<file path="config.mk">
export PLATFORM = sky130hd
export DESIGN_NAME = serial_word_queue
export DESIGN_NICKNAME = d
export VERILOG_FILES = /design/src/rtl/serial_word_queue_pkg.sv /design/src/rtl/serial_word_queue_sync_edge_det.sv /design/src/rtl/serial_word_queue.sv
export SDC_FILE = /design/constraint.sdc
export NUM_CORES = 1
export LEC_CHECK = 0
export BUFFER_PORTS_ARGS = -buffer_cell sky130_fd_sc_hd__buf_2
export CORE_MARGIN = 2
export CORE_UTILIZATION = 50
export DETAILED_ROUTE_END_ITERATION = 16
export GPL_ROUTABILITY_DRIVEN = 0
export PLACE_DENSITY = 0.7
export SETUP_SLACK_MARGIN = 0.02
export SLEW_MARGIN = 15
export SYNTH_ARGS = -nofsm -noshare
export SYNTH_HDL_FRONTEND = slang
export SYNTH_HIERARCHICAL = 1
export SYNTH_SLANG_ARGS = --single-unit
export TNS_END_PERCENT = 1
</file>
<file path="constraint.sdc">
create_clock -name clock_1MHz -period 3.1 [get_ports clock_1MHz]
set_input_delay 0.62 -clock clock_1MHz [delete_from_list [all_inputs] [get_ports clock_1MHz]]
set_output_delay 0.62 -clock clock_1MHz [all_outputs]
set_load 0.005 [all_outputs]
</file>
<file path="src/rtl/serial_word_queue_pkg.sv">
`default_nettype none
// ============================================================================
// Module   : serial_word_queue_pkg
// Brief    : Shared types and constants for the serial_word_queue slice.
//            - state_t  : loader FSM states (IDLE, LOAD, HOLD)
//            - ERR_OVF / ERR_UNF : bit positions inside err_out
//            - cnt_w()  : width of an occupancy counter able to hold 0..depth
// Revision : 1.0  initial release
// ============================================================================
package serial_word_queue_pkg;

    typedef enum logic [1:0] {
        IDLE = 2'd0,
        LOAD = 2'd1,
        HOLD = 2'd2
    } state_t;

    localparam int ERR_OVF = 0;
    localparam int ERR_UNF = 1;

    // Occupancy runs 0..depth inclusive, so one more code than a pointer.
    function automatic int unsigned cnt_w(input int unsigned depth);
        return $clog2(depth + 1);
    endfunction

endpackage
`default_nettype wire

</file>
<file path="src/rtl/serial_word_queue_sync_edge_det.sv">
`default_nettype none
// ============================================================================
// Module   : sync_edge_det
// Brief    : Conditions one slow, asynchronous control level into a single
//            clock rising-edge pulse.
//            2-flop synchroniser -> optional debounce filter -> edge detect.
//            Input rise to o_pulse high: 3 clocks (3+DEBOUNCE_CYC with filter).
// Macro    : SERIAL_WORD_QUEUE_DEBOUNCE_EN enables the debounce filter and
//            the DEBOUNCE_CYC parameter.
// Ports    : clk      in  system clock
//            rst      in  asynchronous active-high reset
//            i_level  in  raw asynchronous level
//            o_pulse  out one-cycle pulse on a filtered rising edge
// Revision : 1.0  initial release
// ============================================================================
module sync_edge_det
    import serial_word_queue_pkg::*;
`ifdef SERIAL_WORD_QUEUE_DEBOUNCE_EN
#(
    parameter int unsigned DEBOUNCE_CYC = 4
)
`endif
(
    input  logic clk,
    input  logic rst,
    input  logic i_level,
    output logic o_pulse
);

    logic [1:0] r_sync;
    logic       r_prev;
    logic       w_level;

    always_ff @(posedge clk or posedge rst) begin
        if (rst) begin
            r_sync <= 2'b00;
        end else begin
            r_sync <= {r_sync[0], i_level};
        end
    end

`ifdef SERIAL_WORD_QUEUE_DEBOUNCE_EN
    localparam int unsigned c_deb_w = $clog2(DEBOUNCE_CYC + 1);

    logic [c_deb_w-1:0] r_deb_cnt;
    logic               r_filt;

    // The filtered level follows the synchronised level only after the new
    // value has been seen on DEBOUNCE_CYC consecutive clocks; any return to
    // the old level restarts the count.
    always_ff @(posedge clk or posedge rst) begin
        if (rst) begin
            r_deb_cnt <= '0;
            r_filt    <= 1'b0;
        end else if (r_sync[1] != r_filt) begin
            if (r_deb_cnt == c_deb_w'(DEBOUNCE_CYC - 1)) begin
                r_filt    <= r_sync[1];
                r_deb_cnt <= '0;
            end else begin
                r_deb_cnt <= r_deb_cnt + 1'b1;
            end
        end else begin
            r_deb_cnt <= '0;
        end
    end

    assign w_level = r_filt;
`else
    assign w_level = r_sync[1];
`endif

    always_ff @(posedge clk or posedge rst) begin
        if (rst) begin
            r_prev  <= 1'b0;
            o_pulse <= 1'b0;
        end else begin
            r_prev  <= w_level;
            o_pulse <= w_level & ~r_prev;
        end
    end

endmodule
`default_nettype wire

</file>
<file path="src/rtl/serial_word_queue.sv">
`default_nettype none
// ============================================================================
// Module   : serial_word_queue
// Brief    : Serial bit loader feeding a DEPTH-entry circular FIFO.
//            Bits strobed on write_in assemble a DATA_W-bit word; an enqueue
//            edge pushes it, a dequeue edge pops the oldest word to data_out.
//            All control inputs are slow levels, synchronised and
//            edge-detected internally.
// Macro    : SERIAL_WORD_QUEUE_DEBOUNCE_EN adds a DEBOUNCE_CYC-clock debounce
//            filter on every control input (and the DEBOUNCE_CYC parameter).
// Ports    : clock_1MHz in  system clock
//            rst        in  asynchronous active-high reset
//            data_in    in  serial data bit
//            write_in   in  bit strobe level (rising edge acts)
//            enqueue_in in  push request level (rising edge acts)
//            dequeue_in in  pop request level (rising edge acts)
//            status_out out 1 while the loader accepts bits (LOAD)
//            data_out   out last dequeued word (registered)
//            count_out  out FIFO occupancy 0..DEPTH
//            full_out   out occupancy == DEPTH
//            empty_out  out occupancy == 0
//            err_out    out sticky [0] overflow, [1] underflow
// Revision : 1.0  initial release
// ============================================================================
module serial_word_queue
    import serial_word_queue_pkg::*;
#(
    parameter int unsigned DATA_W    = 8,
    parameter int unsigned DEPTH     = 8,
    parameter bit          LSB_FIRST = 1'b1
`ifdef SERIAL_WORD_QUEUE_DEBOUNCE_EN
    ,
    parameter int unsigned DEBOUNCE_CYC = 4
`endif
)
(
    input  logic                    clock_1MHz,
    input  logic                    rst,
    input  logic                    data_in,
    input  logic                    write_in,
    input  logic                    enqueue_in,
    input  logic                    dequeue_in,
    output logic                    status_out,
    output logic [DATA_W-1:0]       data_out,
    output logic [cnt_w(DEPTH)-1:0] count_out,
    output logic                    full_out,
    output logic                    empty_out,
    output logic [1:0]              err_out
);

    localparam int unsigned c_cnt_w = cnt_w(DEPTH);
    localparam int unsigned c_ptr_w = $clog2(DEPTH);
    localparam int unsigned c_idx_w = $clog2(DATA_W);

    // ------------------------------------------------------------------
    // Input conditioning
    // ------------------------------------------------------------------
    logic [2:0] w_ctrl_lvl;
    logic [2:0] w_ctrl_pulse;
    logic [1:0] r_data_sync;
    logic       w_wr_pulse;
    logic       w_enq_pulse;
    logic       w_deq_pulse;

    assign w_ctrl_lvl  = {dequeue_in, enqueue_in, write_in};
    assign w_wr_pulse  = w_ctrl_pulse[0];
    assign w_enq_pulse = w_ctrl_pulse[1];
    assign w_deq_pulse = w_ctrl_pulse[2];

    for (genvar g = 0; g < 3; g++) begin : g_ctrl
`ifdef SERIAL_WORD_QUEUE_DEBOUNCE_EN
        sync_edge_det #(
            .DEBOUNCE_CYC (DEBOUNCE_CYC)
        ) u_sed (
            .clk     (clock_1MHz),
            .rst     (rst),
            .i_level (w_ctrl_lvl[g]),
            .o_pulse (w_ctrl_pulse[g])
        );
`else
        sync_edge_det u_sed (
            .clk     (clock_1MHz),
            .rst     (rst),
            .i_level (w_ctrl_lvl[g]),
            .o_pulse (w_ctrl_pulse[g])
        );
`endif
    end

    // data_in is only consumed alongside a write pulse, so a plain
    // synchroniser is enough; its level has long settled by then.
    always_ff @(posedge clock_1MHz or posedge rst) begin
        if (rst) begin
            r_data_sync <= 2'b00;
        end else begin
            r_data_sync <= {r_data_sync[0], data_in};
        end
    end

    // ------------------------------------------------------------------
    // Loader and FIFO
    // ------------------------------------------------------------------
    state_t               r_state;
    logic [DATA_W-1:0]    r_shift;
    logic [c_idx_w-1:0]   r_bit_cnt;
    logic [c_idx_w-1:0]   w_pos;
    logic [DATA_W-1:0]    r_mem [DEPTH];
    logic [c_ptr_w-1:0]   r_wr_ptr;
    logic [c_ptr_w-1:0]   r_rd_ptr;
    logic [c_cnt_w-1:0]   r_count;
    logic                 w_full;
    logic                 w_empty;
    logic                 w_push;
    logic                 w_pop;
    logic                 w_ovf;
    logic                 w_unf;

    assign w_full  = (r_count == c_cnt_w'(DEPTH));
    assign w_empty = (r_count == '0);

    assign w_pos = LSB_FIRST ? r_bit_cnt : (c_idx_w'(DATA_W - 1) - r_bit_cnt);

    // A full FIFO still accepts a push when a pop happens in the same cycle,
    // since the pop frees the slot the push lands in. An empty FIFO never
    // bypasses: the pop is refused even if a push arrives alongside it.
    assign w_push = (r_state == HOLD) && w_enq_pulse && (!w_full || w_deq_pulse);
    assign w_ovf  = (r_state == HOLD) && w_enq_pulse && w_full && !w_deq_pulse;
    assign w_pop  = w_deq_pulse && !w_empty;
    assign w_unf  = w_deq_pulse && w_empty;

    always_ff @(posedge clock_1MHz or posedge rst) begin
        if (rst) begin
            r_state    <= IDLE;
            status_out <= 1'b0;
            r_shift    <= '0;
            r_bit_cnt  <= '0;
            r_wr_ptr   <= '0;
            r_rd_ptr   <= '0;
            r_count    <= '0;
            data_out   <= '0;
            err_out    <= 2'b00;
        end else begin
            case (r_state)
                IDLE: begin
                    r_state    <= LOAD;
                    status_out <= 1'b1;
                end
                LOAD: begin
                    if (w_wr_pulse) begin
                        r_shift[w_pos] <= r_data_sync[1];
                        if (r_bit_cnt == c_idx_w'(DATA_W - 1)) begin
                            r_bit_cnt  <= '0;
                            r_state    <= HOLD;
                            status_out <= 1'b0;
                        end else begin
                            r_bit_cnt <= r_bit_cnt + 1'b1;
                        end
                    end
                end
                HOLD: begin
                    if (w_push) begin
                        r_state    <= LOAD;
                        status_out <= 1'b1;
                        r_shift    <= '0;
                    end
                end
                default: begin
                    r_state    <= IDLE;
                    status_out <= 1'b0;
                end
            endcase

            if (w_push) begin
                r_wr_ptr <= r_wr_ptr + 1'b1;
            end

            if (w_pop) begin
                data_out <= r_mem[r_rd_ptr];
                r_rd_ptr <= r_rd_ptr + 1'b1;
            end

            if (w_push && !w_pop) begin
                r_count <= r_count + 1'b1;
            end else if (!w_push && w_pop) begin
                r_count <= r_count - 1'b1;
            end

            if (w_ovf) begin
                err_out[ERR_OVF] <= 1'b1;
            end
            if (w_unf) begin
                err_out[ERR_UNF] <= 1'b1;
            end
        end
    end

    // Storage carries no reset; its contents are meaningless until written.
    always_ff @(posedge clock_1MHz) begin
        if (w_push) begin
            r_mem[r_wr_ptr] <= r_shift;
        end
    end

    assign count_out = r_count;
    assign full_out  = w_full;
    assign empty_out = w_empty;

endmodule
`default_nettype wire

</file>
== Yosys cells after proc, flatten, opt, wreduce, memory -nomap -nowiden ==
Memory sizes are Yosys's and may differ from the RTL's. A register that Yosys moved wholly into a read port is not among the register bits.
Cells that the tools add are included.

* Register bits: 40
* Bits in latches: 0
* Memory bits (writable): 64
* Bits in read-only memories: 0
* Word-level logic and storage cells: 81
* Memories kept: 1

{| class="wikitable"
|+ Memories
! memory !! words !! width !! read ports !! clocked after Yosys merged registers in !! write ports !! RTL line !! source
|-
| r_mem || 8 || 8 || 1 || 1 || 1 || serial_word_queue.sv:107 || <nowiki>logic [DATA_W-1:0] r_mem [DEPTH];</nowiki>
|}

* Add/sub/neg operators: 5
* Multiply operators: 0
* Div/mod/pow operators: 0
* Order comparisons: 2
* Equal/unequal tests: 7
* Shift operators: 0
* Muxes and demuxes: 19
* Bitwise operators: 6
* Reduce and logical (&&, ||, !) cells: 22

{| class="wikitable"
|+ Operators by type and width
! operator !! number
|-
| $mux 8 || 2
|-
| $pmux 8 s2 || 1
|-
| $add 3x1->3 const B || 3
|-
| $logic_and 1x1->1 || 9
|-
| $bwmux 8 || 1
|-
| $mux 4 || 2
|-
| $mux 1 || 6
|-
| $mux 2 || 3
|-
| $pmux 2 s3 || 1
|-
| $reduce_and 3->1 || 2
|-
| $logic_not 1->1 || 5
|-
| $add 4x1->4 const B || 1
|-
| $eq 4x4->1 const B || 1
|-
| $logic_not 4->1 || 1
|-
| $lt 3x4->1 const B || 1
|-
| $ne 2x2->1 const B || 2
|-
| $reduce_bool 2->1 || 2
|-
| $sub 4x1->4 const B || 1
|-
| $and 1x1->1 || 3
|-
| $demux 1 s3 || 1
|-
| $eq 3x3->1 const B || 1
|-
| $ge 3x1->1 const B || 1
|-
| $mux 3 || 1
|-
| $not 1->1 || 3
|-
| 7 further kinds || 7
|}

== Logic depth before layout (Yosys ltp) ==
Gate-level depths: netlist of run 1.

* Depth in word-level cells: 8
* Mapped depth: 10
* Gate-level depth less buffers: 10

== By module ==
The synthesis of run 1 kept the hierarchy.

{| class="wikitable"
|+ By module, submodules not included
! module !! times used !! cells each !! area each (um2)
|-
| serial_word_queue || 1 || 258 || 4145.2
|-
| sync_edge_det || 3 || 6 || 117.6
|}

== Worst setup path before layout of run 1 ==
OpenSTA, ideal clock, no wires.

* Path type: register -> register
* Start: reg r_count[0] (netlist: count_out[0])
* End: reg r_count[3] (netlist: count_out[3])
* Setup time: 0.126 ns
* Arrival: 2.879 ns
* Required time: 2.974 ns
* Setup slack: 0.095 ns
* Cell stages (with the launch flop): 11
* Clock period less this slack: 3.005 ns
* Cells stage by stage: dfrtp_1 > or4b_4 > o211ai_4 > inv_6 > ha_1 > inv_1 > ha_1 > a21o_1 > a2111oi_0 > a31oi_1 > a221o_1

* Cells in the longest elaborated chain, start to end: 7

{| class="wikitable"
|+ Ends and longest elaborated chain
! item !! RTL line !! source
|-
| from (decl) || serial_word_queue.sv:110 || <nowiki>logic [c_cnt_w-1:0] r_count;</nowiki>
|-
| from (signal assigned) || serial_word_queue.sv:183 || <nowiki>r_count <= r_count + 1'b1;</nowiki>
|-
| from (signal assigned) || serial_word_queue.sv:185 || <nowiki>r_count <= r_count - 1'b1;</nowiki>
|-
| $eq 4x4->1 * || serial_word_queue.sv:118 || <nowiki>assign w_full = (r_count == c_cnt_w'(DEPTH));</nowiki>
|-
| $logic_not 1->1 * || serial_word_queue.sv:126 || <nowiki>assign w_push = (r_state == HOLD) && w_enq_pulse && (!w_full || w_deq_pulse);</nowiki>
|-
| $logic_or 1x1->1 * || serial_word_queue.sv:126 ||
|-
| $logic_and 1x1->1 * || serial_word_queue.sv:126 ||
|-
| net w_push || serial_word_queue.sv:113 || <nowiki>logic w_push;</nowiki>
|-
| $logic_not 1->1 || serial_word_queue.sv:184 || <nowiki>end else if (!w_push && w_pop) begin</nowiki>
|-
| $logic_and 1x1->1 || serial_word_queue.sv:184 ||
|-
| $reduce_bool 2->1 (no source line) || - ||
|}

Mark *: on every way through the listed nets, which the timed path passes. The rest lies on a longest branch. The select of a mux whose other input is x is not followed.
A chain may end at the register's enable or synchronous reset.

== Worst setup path in the final report of run 1 ==
* Start: reg r_count[2] (netlist: count_out[2])
* End: reg r_count[3] (netlist: count_out[3])

Same word-level chain as after synthesis.

==> results of run 1 <==
## stage by stage
step | area, µm² | power, W
floorplan | 4500 | 0.00268
global placement | 4770 | 0.00292
detailed placement | 4770 | 0.00294
CTS | 4960 | 0.00376
global route | 5000 | 0.00398
finish | 5000 | 0.00374
## timing repair
action                                  in CTS  in global routing
resized for setup                            2                  2
setup buffers                                0                  5
endpoints found under the setup margin       1                  1
pin swaps                                    0                  2
## critical path: stages, from the launching register on
cell       delay (ps)
dfrtp_1           420
or4b_4            590
o211ai_4          250
inv_6              80
ha_1              250
inv_2             110
ha_1              230
a21o_1            190
a2111oi_2         320
a31oi_1            80
a221o_1           320
## cells by family (layout without fill, tap and decap cells)
kind of cell,after synthesis,count (layout),share of synthesized area (%)
adder cells (fa/ha/maj),8,8,2.39
AO/OA/AOI/OAI,43,43,6.73
flip-flops,112,112,69.4
XOR/XNOR,6,6,1.17
multiplexers,27,27,10.5
buffers and inverters,23,64,2.25
AND/OR/NAND/NOR,57,57,7.48
## power groups by stage
stage                     Clock, W  Combinational [W]  Sequential [W]
final                     0.000812           0.000925         0.00200
after global routing      0.000888            0.00105         0.00204
after CTS                 0.000841           0.000912         0.00201
after detailed placement         0           0.000901         0.00204
after global placement           0           0.000884         0.00203
after floorplan                  0           0.000756         0.00192
## synthesized netlist by cell type (all sizes together), types with 4 or more instances
cell / count / share of area, %
xnor2: 5 / 0.97
mux4: 16 / 8.0
nor3: 5 / 0.56
o211ai: 4 / 0.97
o21ai: 16 / 1.8
clkbuf: 4 / 0.36
nand3: 5 / 0.56
buf: 9 / 0.95
mux2i: 8 / 1.8
edfxtp: 64 / 43
nor2b: 4 / 1.1
a21o: 8 / 1.3
ha: 7 / 1.9
nor2: 7 / 0.95
dfrtp: 48 / 27
inv: 10 / 0.95
nand2: 20 / 1.7
## layer usage
layer	track usage, %	part of all wire, %	up-vias
met5	0	0	-
met3	4.26	4.1	10
met4	6.43	1.6	0
met2	26.5	50	43
li1	-	-	1117
met1	20.9	44	1210
## worst min path at each step
stage                                                     end  slack (ps)
after floorplan           g_ctrl[0].u_sed/r_sync[1]$_DFF_PP0_         330
after global placement               r_data_sync[1]$_DFF_PP0_         330
after detailed placement  g_ctrl[0].u_sed/r_sync[1]$_DFF_PP0_         340
after CTS                   g_ctrl[0].u_sed/o_pulse$_DFF_PP0_         120
after global routing        g_ctrl[0].u_sed/o_pulse$_DFF_PP0_         130
final                        g_ctrl[0].u_sed/r_prev$_DFF_PP0_         140
## placed cells by master (no fill, tap or decap), types with 2 or more instances in the layout
cell      synthesis  final
edfxtp_1         64     64
dfrtp_1          48     47
buf_2             4     22
nand2_1          20     20
o21ai_0          16     16
mux4_2           16     16
buf_4             1     16
clkbuf_8          0      9
inv_1             9      8
mux2i_1           8      8
a21o_1            8      8
ha_1              7      7
nor2_1            6      6
xnor2_1           5      5
nand3_1           5      5
nor3_1            5      4
inv_4             0      4
nor4_1            3      3
nand2b_1          3      3
mux2_2            3      3
o211ai_1          3      3
nor2b_4           3      3
inv_6             1      2
o31ai_1           2      2
a211o_1           2      2
nor4b_1           2      2
nor3b_1           2      2
a21boi_0          2      2
o22ai_1           2      2
## flip-flops by register name, summed over array words and instances, names as in the netlist
| signal | cells |
|---|---|
| err_out | 2 |
| r_rd_ptr | 3 |
| r_data_sync | 2 |
| r_bit_cnt | 3 |
| g_ctrl.u_sed/o_pulse | 3 |
| status_out | 1 |
| r_state | 2 |
| count_out | 4 |
| r_wr_ptr | 3 |
| g_ctrl.u_sed/r_prev | 3 |
| g_ctrl.u_sed/r_sync | 6 |
| r_mem | 64 |
| r_shift | 8 |
| data_out | 8 |
## area by class of cell
class,instances,area (µm²),area share (%)
Clock inverter,5,33.8,0.675
Multi-Input combinational cell,141,1280,25.7
Timing Repair Buffer,38,230,4.60
Inverter,10,42.5,0.850
Tap cell,108,135,2.70
Clock buffer,11,153,3.05
Sequential cell,112,3120,62.4
==> summary.txt, run 1 <==
Run status
  • Outcome: finished clean

Layout
  • Fin nets: 326
  • Layout Utilization: 57.4%
  • Syn-to-layout area delta: 11.2%
  • Fill count: 671
  • Share of cells above drive strength 1: between 20% and 30%
  • Non-filler cells, final: around 430
  • # diodes: 0

Power and ir drop
  • Combinational fraction of design power: 24.7%
  • Sw Pwr: around 0.0011 W
  • Part of the power in registers: 53.6%
  • Maximum VDD drop: 0.272 mV
  • Leak Pwr: 1.89 nW
  • PwrDens: around 750 nW/µm²
  • Switching part of the total power: between 20 and 30%
  • Internal power: between 0.002 and 0.003 W
  • Clock share of power: a little over a fifth

Clocking
  • Clock tree buffer depth: 2
  • Root buffer cell: clkbuf_8
  • CTS sink cnt: 112
  • Clock Latency Late Sink: 370 ps
  • Cts hold-fix bufs: 0
  • Num CTS Buffers: 9
  • CTS tree: built
  • Clk pin slew, worst setup/hold paths: around 100 ps
  • # H-tree levels: 3

Setup path
  • Critical path class: reg2reg
  • CP required: 3360 ps
  • Crit path DAT: 3200 ps
  • Reg2Reg Depth: 10
  • Reg2reg end: count_out[3]$_DFFE_PP0P_
  • R2R setup slack: 160 ps
  • Critical Path End: count_out[3]$_DFFE_PP0P_
  • R2r startpoint: count_out[2]$_DFFE_PP0P_
  • Worst Path Max Fanout: 7
  • Crit. Startpoint: count_out[2]$_DFFE_PP0P_
  • Endpoint class of the critical path: register
  • CP startpoint kind: register

Routing
  • # DRC: 0
  • Vias: 2,380
  • Iter 0 DRT Violations: 72
  • Post-DRT Antenna Nets: 0
  • Wirelength, routed: ~7000 µm
  • Vias per cell: 5.60
  • Wire per inst: 16.7 µm
  • Drt first pass iters: 4

STA
  • Post-route minimum period: 2940 ps
  • Hold WS: about 140 ps
  • Final period utilization: 94.8%
  • Top achievable clock speed: 340 MHz
  • Setup TNS: 0 ps
  • Final-report setup violation count: 0
  • Fin. Hold Viols: 0
  • Slew Viols, Final: 0
  • Final worst slack: 160 ps
  • Measured slew at the worst slew-check pin: 1090 ps
  • Unrepaired setup endpoints after global routing: no
  • Max-slew headroom: 27.0%
  • Skew final: 18.1 ps

GRT
  • First-pass GRT wire length: 12,200 µm
  • GRT overflow: 0
  • Largest net degree at the start of global routing: 37
  • Vias in the first global route: around 2,400
  • Total track usage: 16.2%
  • Initial antenna violation count: 0

Floorplanning
  • CORE AREA: 8720 µm²
  • Chip Width: 98.8 µm
  • I/O pin cnt: 23
  • Rows: 34
  • Die Ht: 98.8 µm
  • Initial core utilization: 51.6%
  • Die ar.: 9770 µm²

Yosys
  • Flop and latch count out of synthesis: 112
  • Netlist cell types: 48
  • Ys async rst share: 42.9%
  • Syn. warnings: 6
  • Synthesized area per cell: 16.3 µm²
  • Seq/Total Area, Yosys: between 60% and 70%
  • Synthesized area: 4500 µm²
  • Most used DFF post-synth: edfxtp_1
  • Mapped Nets: 290
  • Mapped Cells: 276
  • Number of flops mapped to enable cells by yosys: 64

Placement
  • Pre-CTS setup slack: -34.4 ps
  • Inst Count DP: 404
  • Port bufs: 22
  • Post-DP HPWL: approximately 4800 µm

Worst hold path
  • Worst hold path class: in2async

Run
  • Max-cap check violation count: 0
No activity file was read; power rests on OpenSTA's default activity.
==> run 2: changes to the inputs <==
--- a/config.mk
+++ b/config.mk
@@ -6,11 +6,13 @@
 export NUM_CORES = 1
 export LEC_CHECK = 0
 export BUFFER_PORTS_ARGS = -buffer_cell sky130_fd_sc_hd__buf_2
+export CELL_PAD_IN_SITES_DETAIL_PLACEMENT = 0
+export CELL_PAD_IN_SITES_GLOBAL_PLACEMENT = 1
 export CORE_MARGIN = 2
-export CORE_UTILIZATION = 50
+export CORE_UTILIZATION = 40
 export DETAILED_ROUTE_END_ITERATION = 16
 export GPL_ROUTABILITY_DRIVEN = 0
-export PLACE_DENSITY = 0.7
+export PLACE_DENSITY_LB_ADDON = 0.1
 export SETUP_SLACK_MARGIN = 0.02
 export SLEW_MARGIN = 15
 export SYNTH_ARGS = -nofsm -noshare
==> summary.txt, run 2 (synthesis results as in run 1) <==
Routing
  • Vias: 2,342 (was 2,380)
  • Wirelength, routed: 7800 µm (was 7110 µm)
  • Wire per inst: 17.0 µm (was 16.7 µm)
  • Drt first pass iters: 4 (unchanged)
  • # DRC: 0 (unchanged)
  • Iter 0 DRT Violations: 149 (was 72)
  • Post-DRT Antenna Nets: 0 (unchanged)
  • Vias per cell: 5.11 (was 5.60)

GRT
  • Total track usage: 14.4% (was 16.2%)
  • Initial antenna violation count: 0 (unchanged)
  • GRT overflow: 0 (unchanged)
  • Busiest grt layer: met2 (unchanged)
  • Met2 GRT Util: 21.6% (was 26.5%)
  • Vias in the first global route: 2,334 (was 2,443)
  • Largest net degree at the start of global routing: 28 (was 37)
  • First-pass GRT wire length: 12,700 µm (was 12,200 µm)
  • Met1 usage: 20.2% (was 20.9%)
  • GRT met3 Usage: 4.59% (was 4.26%)

Layout
  • Syn-to-layout area delta: 13.3% (was 11.2%)
  • Fill count: 949 (was 671)
  • Largest regs: r_mem x64, data_out x8, r_shift x8 (unchanged)
  • # diodes: 0 (unchanged)
  • Area occupied by multi-input gates: 1310 µm² (was 1280 µm²)
  • Reg with most FFs: r_mem (unchanged)
  • Most frequent cells in the layout: 64 x edfxtp_1, 47 x dfrtp_1, 22 x buf_2, 20 x nand2_1, 17 x buf_4 (was 64 x edfxtp_1, 47 x dfrtp_1, 22 x buf_2, 20 x nand2_1)
  • Share of cells above drive strength 1: 27.7% (was 26.8%)
  • Max FFs per register: 64 (unchanged)
  • Fin nets: 327 (was 326)
  • Most common cell after layout, fill and taps aside: edfxtp_1 (unchanged)
  • Register Area: 3120 µm² (unchanged)
  • Layout Utilization: 46.8% (was 57.4%)

Clocking
  • CTS tree: built (unchanged)
  • Root buffer cell: clkbuf_8 (unchanged)
  • Clk pin slew, worst setup/hold paths: 100 ps (about the same)
  • Num CTS Buffers: 9 (unchanged)
  • Cts hold-fix bufs: 0 (unchanged)
  • CTS sink cnt: 112 (unchanged)
  • Clock tree buffer depth: 2 (unchanged)
  • Clock Latency Late Sink: 370 ps (about the same)
  • # H-tree levels: 3 (unchanged)

Floorplanning
  • Initial core utilization: 41.3% (was 51.6%)
  • Chip Width: 110 µm (was 98.8 µm)
  • Rows: 38 (was 34)
  • Die ar.: 12,100 µm² (was 9770 µm²)
  • Die Ht: 110 µm (was 98.8 µm)
  • I/O pin cnt: 23 (unchanged)
  • CORE AREA: 10,900 µm² (was 8720 µm²)

Setup path
  • Worst Path Max Fanout: 7 (unchanged)
  • CP max-delay cell: or4b_4 (unchanged)
  • Most used cell, CP: ha_2 (was ha_1)
  • Critical path class: reg2reg (unchanged)
  • Reg2reg end: count_out[3]$_DFFE_PP0P_ (unchanged)
  • Critical Path End: count_out[3]$_DFFE_PP0P_ (unchanged)
  • R2r startpoint: count_out[2]$_DFFE_PP0P_ (unchanged)
  • Endpoint class of the critical path: register (unchanged)
  • R2R setup slack: 160 ps (about the same)
  • CP startpoint kind: register (unchanged)
  • Crit path DAT: 3210 ps (was 3200 ps)
  • Crit. Startpoint: count_out[2]$_DFFE_PP0P_ (unchanged)
  • CP peak stage delay: 570 ps (was 590 ps)
  • Reg2Reg Depth: 10 (unchanged)
  • Cell Chain, Critical Path: or4b_4 > o211ai_4 > inv_6 > ha_2 > inv_1 > buf_4 > ha_2 > a2111oi_4 > a31oi_1 > a221o_1 (was or4b_4 > o211ai_4 > inv_6 > ha_1 > inv_2 > ha_1 > a21o_1 > a2111oi_2 > a31oi_1 > a221o_1)
  • CP required: 3370 ps (was 3360 ps)

Placement
  • Port bufs: 22 (unchanged)
  • Post-DP HPWL: 5230 µm (was 4780 µm)
  • Pre-CTS setup slack: -9.91 ps (was -34.4 ps)

STA
  • Setup TNS: 0 ps (unchanged)
  • Final period utilization: 94.8% (about the same)
  • Final worst slack: 160 ps (about the same)
  • Measured slew at the worst slew-check pin: 837 ps (was 1090 ps)
  • Unrepaired setup endpoints after global routing: no (unchanged)
  • Max-slew headroom: 44.2% (was 27.0%)
  • Slew Viols, Final: 0 (unchanged)
  • Final-report setup violation count: 0 (unchanged)
  • Post-route minimum period: 2940 ps (about the same)
  • Fin. Hold Viols: 0 (unchanged)
  • Skew final: 10.5 ps (was 18.1 ps)
  • Top achievable clock speed: 340 MHz (about the same)

Run status
  • Outcome: finished clean (unchanged)

Worst hold path
  • Worst hold path class: in2async (unchanged)

Power and ir drop
  • PwrDens: 771 nW/µm² (was 748 nW/µm²)
  • Total power: 0.00393 W (was 0.00374 W)
  • Leak Pwr: 1.91 nW (was 1.89 nW)
  • Maximum VDD drop: 0.488 mV (was 0.272 mV)

Run
  • Max-cap check violation count: 0 (unchanged)
==> run 2: cell type report <==
class,instances,share of cell area [%]
Inverter,10,0.835
Tap cell,140,3.44
Sequential cell,112,61.3
Timing Repair Buffer,39,4.66
Clock buffer,9,2.43
Clock inverter,7,1.67
Multi-Input combinational cell,141,25.7
==> run 2: how the worst min path moves through the flow <==
stage	end	slack, ps	cells past startpoint
finish	g_ctrl[0].u_sed/o_pulse$_DFF_PP0_	130	2
global route	g_ctrl[2].u_sed/r_sync[0]$_DFF_PP0_	120	2
CTS	g_ctrl[0].u_sed/o_pulse$_DFF_PP0_	110	2
detailed placement	g_ctrl[2].u_sed/r_sync[1]$_DFF_PP0_	340	0
global placement	g_ctrl[2].u_sed/r_sync[1]$_DFF_PP0_	330	0
floorplan	g_ctrl[0].u_sed/r_sync[1]$_DFF_PP0_	330	0
==> run 2: timing repair <==
item,CTS,global route
hold endpoints to repair,0,0
pin swaps,0,4
setup endpoints to repair,1,1
buffers inserted,0,3
resized for setup,1,6
==> run 2: critical path: cells and delay by family (launching register included) <==
kind / cells / cell delay (ps)
AOI/OAI and AO/OA: 4 / 1020
adders and majority gates: 2 / 530
buffers and inverters: 3 / 280
DFF: 1 / 430
and+or+nand+nor: 1 / 570
==> run 2: where the power goes <==
group | total (W) | leakage (nW) | internal [W] | switching, W
clock network | 0.000929 | 0.111 | 0.000449 | 0.000480
registers | 0.00201 | 1.11 | 0.00176 | 0.000252
logic | 0.000987 | 0.681 | 0.000554 | 0.000433
==> run 2: layer usage <==
layer / part of all wire (%) / vias to the layer above
li1: - / 1112
met1: 49 / 1187
met2: 46 / 35
met3: 3.2 / 8
met4: 1.2 / 0
met5: 0 / -
==> run 2: through the flow <==
| step | hold slack [ps] | area (µm²) | instances |
|---|---|---|---|
| global route | 121 | 5100 | 458 |
| floorplan | 331 | 4500 | 276 |
| finish | 131 | 5100 | 458 |
| detailed placement | 337 | 4830 | 439 |
| CTS | 110 | 5040 | 455 |
| global placement | 332 | 4830 | 439 |
==> run 3: changes to the inputs <==
--- a/config.mk
+++ b/config.mk
@@ -8,6 +8,7 @@
 export BUFFER_PORTS_ARGS = -buffer_cell sky130_fd_sc_hd__buf_2
 export CELL_PAD_IN_SITES_DETAIL_PLACEMENT = 0
 export CELL_PAD_IN_SITES_GLOBAL_PLACEMENT = 1
+export CORE_ASPECT_RATIO = 0.8
 export CORE_MARGIN = 2
 export CORE_UTILIZATION = 40
 export DETAILED_ROUTE_END_ITERATION = 16
==> summary.txt, run 3 (synthesis results as in run 1) <==
Run status
  • Outcome: finished clean (unchanged)

Floorplanning
  • Initial core utilization: 41.1% (was 41.3%)
  • Die ar.: 12,100 µm² (about the same)
  • I/O pin cnt: 23 (unchanged)
  • Chip Width: 123 µm (was 110 µm)
  • CORE AREA: 10,900 µm² (about the same)
  • Rows: 34 (was 38)
  • Die Ht: 98.8 µm (was 110 µm)

Routing
  • Wirelength, routed: 7890 µm (was 7800 µm)
  • Wire per inst: 17.1 µm (was 17.0 µm)
  • # DRC: 0 (unchanged)
  • Vias: 2,309 (was 2,342)
  • Drt first pass iters: 4 (unchanged)
  • Iter 0 DRT Violations: 134 (was 149)
  • Post-DRT Antenna Nets: 0 (unchanged)
  • Vias per cell: 5.01 (was 5.11)

Layout
  • Max FFs per register: 64 (unchanged)
  • Most frequent cells in the layout: 64 x edfxtp_1, 48 x dfrtp_1, 22 x buf_2, 20 x nand2_1 (was 64 x edfxtp_1, 47 x dfrtp_1, 22 x buf_2, 20 x nand2_1, 17 x buf_4)
  • Reg with most FFs: r_mem (unchanged)
  • Fin nets: 326 (was 327)
  • Non-filler cells, final: 461 (was 458)
  • # diodes: 0 (unchanged)
  • Most common cell after layout, fill and taps aside: edfxtp_1 (unchanged)
  • Syn-to-layout area delta: 14.2% (was 13.3%)
  • Share of cells above drive strength 1: 25.6% (was 27.7%)
  • Largest regs: r_mem x64, data_out x8, r_shift x8 (unchanged)
  • Fill count: 954 (was 949)

Clocking
  • # H-tree levels: 3 (unchanged)
  • Clock tree buffer depth: 2 (unchanged)
  • Post-CTS sizing: 0 (was 1)
  • CTS sink cnt: 112 (unchanged)
  • Root buffer cell: clkbuf_16 (was clkbuf_8)
  • Cts hold-fix bufs: 0 (unchanged)
  • Clock Latency Late Sink: 340 ps (was 370 ps)
  • CTS tree: built (unchanged)
  • Num CTS Buffers: 9 (unchanged)
  • Clk pin slew, worst setup/hold paths: 70 ps (was 100 ps)
  • Post-CTS Setup Inserts: 0 (unchanged)

Setup path
  • Reg2reg end: count_out[3]$_DFFE_PP0P_ (unchanged)
  • WP depth: 10 (unchanged)
  • R2r startpoint: count_out[2]$_DFFE_PP0P_ (unchanged)
  • Largest delay share family, worst path: compound AO/OA/AOI/OAI gates (unchanged)
  • R2R setup slack: 150 ps (was 160 ps)
  • CP max-delay cell: or4b_4 (unchanged)
  • Critical path class: reg2reg (unchanged)
  • Most used cell, CP: ha_1 (was ha_2)
  • Reg2Reg Depth: 10 (unchanged)
  • CP startpoint kind: register (unchanged)
  • Worst Path Max Fanout: 7 (unchanged)
  • Crit path DAT: 3180 ps (was 3210 ps)
  • CP required: 3330 ps (was 3370 ps)
  • Endpoint class of the critical path: register (unchanged)
  • CP peak stage delay: 570 ps (about the same)
  • Cell Chain, Critical Path: or4b_4 > o211ai_4 > inv_6 > ha_1 > inv_1 > ha_1 > a21o_1 > a2111oi_1 > a31oi_1 > a221o_1 (was or4b_4 > o211ai_4 > inv_6 > ha_2 > inv_1 > buf_4 > ha_2 > a2111oi_4 > a31oi_1 > a221o_1)
  • Worst Path Buf+Inv: 2 (was 3)
  • Crit. Startpoint: count_out[2]$_DFFE_PP0P_ (unchanged)

GRT
  • First-pass GRT wire length: 13,200 µm (was 12,700 µm)
  • Total track usage: 14.6% (was 14.4%)
  • Initial antenna violation count: 0 (unchanged)
  • Largest net degree at the start of global routing: 37 (was 28)
  • GRT overflow: 0 (unchanged)
  • Vias in the first global route: 2,409 (was 2,334)

Placement
  • Post-DP HPWL: 5190 µm (was 5230 µm)
  • Inst Count DP: 445 (was 439)
  • Port bufs: 22 (unchanged)

STA
  • Final-report setup violation count: 0 (unchanged)
  • Top achievable clock speed: 339 MHz (was 340 MHz)
  • Fin. Hold Viols: 0 (unchanged)
  • Measured slew at the worst slew-check pin: 1110 ps (was 837 ps)
  • Max-slew headroom: 25.6% (was 44.2%)
  • Unrepaired setup endpoints after global routing: no (unchanged)
  • Post-route minimum period: 2950 ps (was 2940 ps)
  • Final period utilization: 95.1% (was 94.8%)
  • Setup TNS: 0 ps (unchanged)
  • Slew Viols, Final: 0 (unchanged)
  • Skew final: 6.82 ps (was 10.5 ps)

Power and ir drop
  • PwrDens: 791 nW/µm² (was 771 nW/µm²)
  • Leak Pwr: 1.93 nW (was 1.91 nW)
  • Maximum VDD drop: 0.301 mV (was 0.488 mV)

Worst hold path
  • Worst hold path class: in2async (unchanged)

Run
  • Max-cap check violation count: 0 (unchanged)
[run 3: cell count changes in the layout (fill, tap and decap cells not counted), moves of 2 or more]
cell,previous run,this run
clkbuf_8,9,2
clkbuf_16,0,9
ha_1,5,7
inv_6,1,3
ha_2,2,0
bufinv_16,2,0
[run 3: metrics by stage]
step	setup WS [ps]	utilization [%]	hold WS [ps]	instance area, µm²	total power (W)
floorplan	95.3	-	331	4500	0.00268
global placement	254	44.4	331	4850	0.00300
detailed placement	171	44.4	336	4850	0.00301
CTS	145	47.0	167	5130	0.00412
global route	35.4	47.0	182	5130	0.00433
finish	151	47.0	175	5130	0.00406
[run 3: worst max-delay path by stage]
stage | endpoint | slack, ps
final | count_out[3]$_DFFE_PP0P_ | 150
after global routing | count_out[3]$_DFFE_PP0P_ | 40
after CTS | count_out[3]$_DFFE_PP0P_ | 150
after detailed placement | count_out[3]$_DFFE_PP0P_ | 170
after global placement | count_out[3]$_DFFE_PP0P_ | 250
after floorplan | count_out[3]$_DFFE_PP0P_ | 100
[run 3: per-layer routing]
| metal | global-route usage, % | part of all wire (%) | vias up |
|---|---|---|---|
| li1 | - | - | 1114 |
| met1 | 21.5 | 52 | 1160 |
| met2 | 21.3 | 44 | 25 |
| met3 | 3.82 | 2.9 | 10 |
| met4 | 4.51 | 1.4 | 0 |
| met5 | 0 | 0 | - |
[run 3: cell type report]
type | instances | area (µm²) | share of cell area, %
Inverter | 10 | 42.5 | 0.828
Clock buffer | 12 | 256 | 5.00
Timing Repair Buffer | 38 | 230 | 4.48
Tap cell | 144 | 180 | 3.51
Sequential cell | 112 | 3120 | 60.8
Clock inverter | 4 | 27.5 | 0.536
Multi-Input combinational cell | 141 | 1270 | 24.8
[run 3: power by group]
group / total [W] / internal (W) / switching (W)
Sequential: 0.00200 / 0.00176 / 0.000243
Combinational: 0.000962 / 0.000534 / 0.000428
Clock: 0.00109 / 0.000593 / 0.000501
